--- config.mk ---
export PLATFORM = sky130hd
export DESIGN_NAME = aes_round_ctrl
export DESIGN_NICKNAME = d
export VERILOG_FILES = /design/src/rtl/aes_round_ctrl.sv
export SDC_FILE = /design/constraint.sdc
export NUM_CORES = 1
export LEC_CHECK = 0
export CAP_MARGIN = 0
export CORE_AREA = 2 2 355 357
export DETAILED_ROUTE_END_ITERATION = 8
export DIE_AREA = 0 0 357 359
export GPL_TIMING_DRIVEN = 0
export SLEW_MARGIN = 10
export SYNTH_ARGS = -nofsm -noshare
export SYNTH_HDL_FRONTEND = slang
export SYNTH_SLANG_ARGS = --single-unit
--- constraint.sdc ---
create_clock -name clk -period 5.1 [get_ports clk]
set_clock_uncertainty 0.15 [all_clocks]
set_input_delay 0.51 -clock clk [delete_from_list [all_inputs] [get_ports clk]]
set_output_delay 0.51 -clock clk [all_outputs]
set_load 0.03 [all_outputs]
--- src/rtl/aes_round_ctrl.sv ---
// aes_round_ctrl: AES-128 round sequencer. Owns the state register and round counter, and drives the SubBytes/ShiftRows, mix-columns and round-key interfaces.
// Optional mix-columns watchdog enabled by defining AES_CTRL_TIMEOUT_EN.
module aes_round_ctrl #(
    parameter int NR         = 10,
    parameter int MC_TIMEOUT = 16
) (
    input  logic         clk,
    input  logic         rst_n,
    input  logic         start,
    input  logic [127:0] plaintext,
    output logic         busy,
    output logic         ready,
    output logic [127:0] ciphertext,
    output logic         err,
    output logic [127:0] sb_in,
    input  logic [127:0] sb_out,
    output logic         mc_start,
    output logic [127:0] mc_in,
    input  logic [127:0] mc_out,
    input  logic         mc_ready,
    output logic         rk_req,
    output logic [3:0]   rk_round,
    input  logic         rk_valid,
    input  logic [127:0] rk_data
);

    localparam logic [2:0] S_IDLE = 3'd0;
    localparam logic [2:0] S_KEY0 = 3'd1;
    localparam logic [2:0] S_SUB  = 3'd2;
    localparam logic [2:0] S_MIX  = 3'd3;
    localparam logic [2:0] S_KEY  = 3'd4;
    localparam logic [2:0] S_DONE = 3'd5;

`ifdef AES_CTRL_TIMEOUT_EN
    localparam bit TMO_EN = 1'b1;
`else
    localparam bit TMO_EN = 1'b0;
`endif

    localparam int            TW       = (MC_TIMEOUT > 1) ? $clog2(MC_TIMEOUT) : 1;
    localparam logic [TW-1:0] TMO_LAST = TW'(MC_TIMEOUT - 1);
    localparam logic [3:0]    NR_L     = 4'(NR);

    logic [2:0]    fsm_q, fsm_d;
    logic [3:0]    round_q, round_d;
    logic [127:0]  state_q, state_d;
    logic [127:0]  cipher_q, cipher_d;
    logic          err_q, err_d;
    logic          mc_start_q, mc_start_d;
    logic [TW-1:0] tmo_cnt_q, tmo_cnt_d;

    always_comb begin
        // NOTE: every _d starts from its _q (or a fixed value) so no branch of the case can infer a latch.
        fsm_d     = fsm_q;
        round_d   = round_q;
        state_d   = state_q;
        cipher_d  = cipher_q;
        err_d     = err_q;
        tmo_cnt_d = '0;

        case (fsm_q)
            S_IDLE, S_DONE: begin
                if (start) begin
                    state_d = plaintext;
                    round_d = 4'd0;
                    err_d   = 1'b0;
                    fsm_d   = S_KEY0;
                end
            end
            S_KEY0: begin
                if (rk_valid) begin
                    state_d = state_q ^ rk_data;
                    round_d = 4'd1;
                    fsm_d   = S_SUB;
                end
            end
            S_SUB: begin
                state_d = sb_out;
                fsm_d   = (round_q == NR_L) ? S_KEY : S_MIX;
            end
            S_MIX: begin
                // A ready seen in the launch cycle cannot belong to this operation.
                if (!mc_start_q && mc_ready) begin
                    state_d = mc_out;
                    fsm_d   = S_KEY;
                end else if (TMO_EN && tmo_cnt_q == TMO_LAST) begin
                    cipher_d = '0;
                    err_d    = 1'b1;
                    fsm_d    = S_DONE;
                end else begin
                    tmo_cnt_d = tmo_cnt_q + 1'b1;
                end
            end
            S_KEY: begin
                if (rk_valid) begin
                    state_d = state_q ^ rk_data;
                    if (round_q == NR_L) begin
                        cipher_d = state_q ^ rk_data;
                        fsm_d    = S_DONE;
                    end else begin
                        round_d = round_q + 4'd1;
                        fsm_d   = S_SUB;
                    end
                end
            end
            default: fsm_d = S_IDLE;
        endcase

        mc_start_d = (fsm_d == S_MIX) && (fsm_q != S_MIX);
    end

    // NOTE: sequential state uses non-blocking assignments so every flop samples pre-edge values.
    always_ff @(posedge clk or negedge rst_n) begin
        if (!rst_n) begin
            // NOTE: the wide state and ciphertext registers are reset as well, so an abort leaves all outputs at 0.
            fsm_q      <= S_IDLE;
            round_q    <= 4'd0;
            state_q    <= '0;
            cipher_q   <= '0;
            err_q      <= 1'b0;
            mc_start_q <= 1'b0;
            tmo_cnt_q  <= '0;
        end else begin
            fsm_q      <= fsm_d;
            round_q    <= round_d;
            state_q    <= state_d;
            cipher_q   <= cipher_d;
            err_q      <= err_d;
            mc_start_q <= mc_start_d;
            tmo_cnt_q  <= tmo_cnt_d;
        end
    end

    assign busy       = (fsm_q == S_KEY0) || (fsm_q == S_SUB) || (fsm_q == S_MIX) || (fsm_q == S_KEY);
    assign ready      = (fsm_q == S_DONE);
    assign ciphertext = cipher_q;
    assign err        = TMO_EN ? err_q : 1'b0;
    assign sb_in      = state_q;
    assign mc_in      = state_q;
    assign mc_start   = mc_start_q;
    assign rk_req     = (fsm_q == S_KEY0) || (fsm_q == S_KEY);
    assign rk_round   = rk_req ? round_q : 4'd0;

endmodule

==> metrics <==
outcome=complete, no violations; number of global-route vias before repair=18,700; Netlist cell types=39; worst vdd ir=~0.32 mV; post-route setup TNS=0 ns; final core occ=23.1%; FMAX=226 MHz; ys async rst share=100%; largest net degree at the start of global routing=between 90 and 100; Post-synth EDFFs=0; Final HPWL DP=approximately 100,000 um; FF-to-FF path depth=8; routed vias=roughly 19,000; first-pass GRT wire length=163,000 um; Syn. warnings=0; share of layout cells above drive strength 1=under 10%; pre-CTS setup slack=between 1 and 1.5 ns; critical path peak fanout=11; IO Port Bufs=907; core area=between 100,000 and 150,000 um2; Post-Syn Area=around 16,000 um2; synth-to-layout area growth=77.1%; RSZ-0062 raised after global routing=no; cts bufs inserted=36; headroom to the max-slew limit=between 30% and 40%; total gr overflow=0; syn_area_per_cell=~8.6 um2; most frequent cells in the layout=906 x clkdlybuf4s50_1, 264 x dfrtp_1, 259 x nand2_1, 135 x nor2_1, 134 x o21ai_0; critical path class=flip-flop to output pin; Worst R2R Start=fsm_q[2]; final hold slack=roughly 0.24 ns; Ports=910; post_cts resized=0; hold crit path type=primary input to flip-flop; GP Congestion=slightly above 0.9; chip width=about 360 um; commonest non-fill, non-tap cell in the layout=clkdlybuf4s50_1; Fill cells=13,700; post-synthesis sequential area ratio=between 40% and 50%; Max Root-Sink Buffers=3; Rows=130; WP data arrival=3.77 ns; Clock Sinks=about 260; ys flop type=dfrtp_1; setup violators final=0; Detail Route Antenna Nets=0; crit path launch=fsm_q[1]; H-tree depth=2; drt first pass iters=6; max_cap viols=0; clock latency on the worst-skew pair=slightly below 0.6 ns; residual DRC count=0; Sequential Area=approximately 6600 um2; CP endpoint kind=output pin; final wirelength=122,000 um; startpoint types=flip-flop; Final Hold Vio Count=0; Seq cells post-synth=about 260; CTS clk-pin slew, worst paths=around 0.07 ns; Slew @ Worst Pin=~0.95 ns; DRT iter0 DRCs=roughly 1,600; wire length per cell=roughly 27 um; syn_nets=approximately 2,400; CTS root buffer=clkbuf_16; Pwr Density=701 nW/um2; starting density of the core=a little over an eighth; Die Height=roughly 360 um; part of the cycle the worst path needs=between 80% and 90%; antenna violations before repair=40; area of the multi-input gates=~7500 um2; Min-Delay Path Depth=3; Nets=between 3,000 and 4,000; Cells after Synth=1,892; GRT Total Usage=a little under a fifth; fin. max-slew vios=0; Pleak=around 12 nW; vias per cell=4.15; Final Critical Period=roughly 4.4 ns; Hold Crit Start=rk_valid; Critical Path RT=~4.4 ns; die area=around 130,000 um2; CTS tree=built; worst setup margin=between 0.6 and 0.7 ns
[registers in the layout, summed over array words and instances, names as in the netlist]
| signal | count |
|---|---|
| fsm_q | 3 |
| mc_start | 1 |
| round_q | 4 |
| ciphertext | 128 |
| mc_in | 128 |
[synth_stat cells, types with 2 or more instances]
master / number / area, um2
clkbuf_1: 105 / 394
nand3_1: 3 / 15.0
nor2_1: 135 / 507
xnor2_1: 129 / 1130
o31ai_1: 3 / 22.5
dfrtp_1: 264 / 6610
buf_2: 33 / 165
buf_4: 132 / 991
buf_6: 12 / 135
a21oi_1: 2 / 10.0
nor3_1: 130 / 651
ha_1: 2 / 25.0
buf_1: 6 / 22.5
mux2i_1: 129 / 1290
and2_1: 4 / 25.0
nand2_1: 259 / 972
a221oi_1: 128 / 1120
o22ai_1: 128 / 801
nor2b_1: 4 / 25.0
inv_1: 130 / 488
o21ai_0: 134 / 671
o211ai_1: 2 / 15.0
nand3b_1: 2 / 15.0
[per-stage QoR]
stage	instance area (um2)	instances	total power, mW
4_1_cts	28700	4514	20.4
3_5_place_dp	27500	4453	17.6
3_3_place_gp	27400	4449	17.4
2_1_floorplan	16300	1892	11.5
5_1_grt	28800	4523	21.3
6_report	28800	4532	20.2
[path summary, 6_finish.rpt]
path	slack [ns]	to
hold reg to reg	0.33	ciphertext[116]
setup reg to reg	1.28	ciphertext[122]
setup / recovery	0.67	ready
min in group asynchronous	0.44	ciphertext[76]
max in group asynchronous	3.29	mc_in[9]
hold / removal	0.24	round_q[3]
[kinds of logic after synthesis]
group / share of synthesized area, %
compound gates: 16.6
flops: 40.6
mux: 8.08
other cells: 0.0231
xor+xnor: 7.12
fa+ha+maj: 0.154
buf+inv: 13.5
simple gates: 13.9
[worst max-delay path, cell delays in order, from the launching register on]
cell and delay (ns):
dfrtp_1 0.42, buf_2 0.32, buf_2 0.57, buf_1 0.76, nor2_1 0.17, and2_1 0.22, clkdlybuf4s50_1 0.68
[report_power, final]
group,internal [mW],switching (mW)
clock network,1.65,1.10
logic,5.49,8.16
registers,2.71,1.09
[final cells by class]
class                      instances  area share [%]
multi-input combinational       1210            25.9
sequential                       264            22.9
antenna                           18           0.156
inverter                         130            1.69
timing repair buffer             912            32.0
tap                             1650            7.17
buffer                           288            5.96
clock inverter                    12           0.665
clock buffer                      48            3.53
[what timing repair did]
action / in CTS / in global routing
endpoints found under the setup margin: 0 / 0
hold endpoints to repair: 81 / 0
hold buffers: 1 / 0
buffers inserted: 0 / 0
[routing by layer]
| metal | vias to the layer above | wire [um] | track usage, % |
|---|---|---|---|
| met5 | - | 138 | 0 |
| li1 | 8349 | - | - |
| met3 | 157 | 10200 | 4.77 |
| met4 | 20 | 3410 | 5.52 |
| met1 | 9323 | 52800 | 24.4 |
| met2 | 938 | 55400 | 29.1 |
Note: power is estimated with default switching activity, not from simulation.
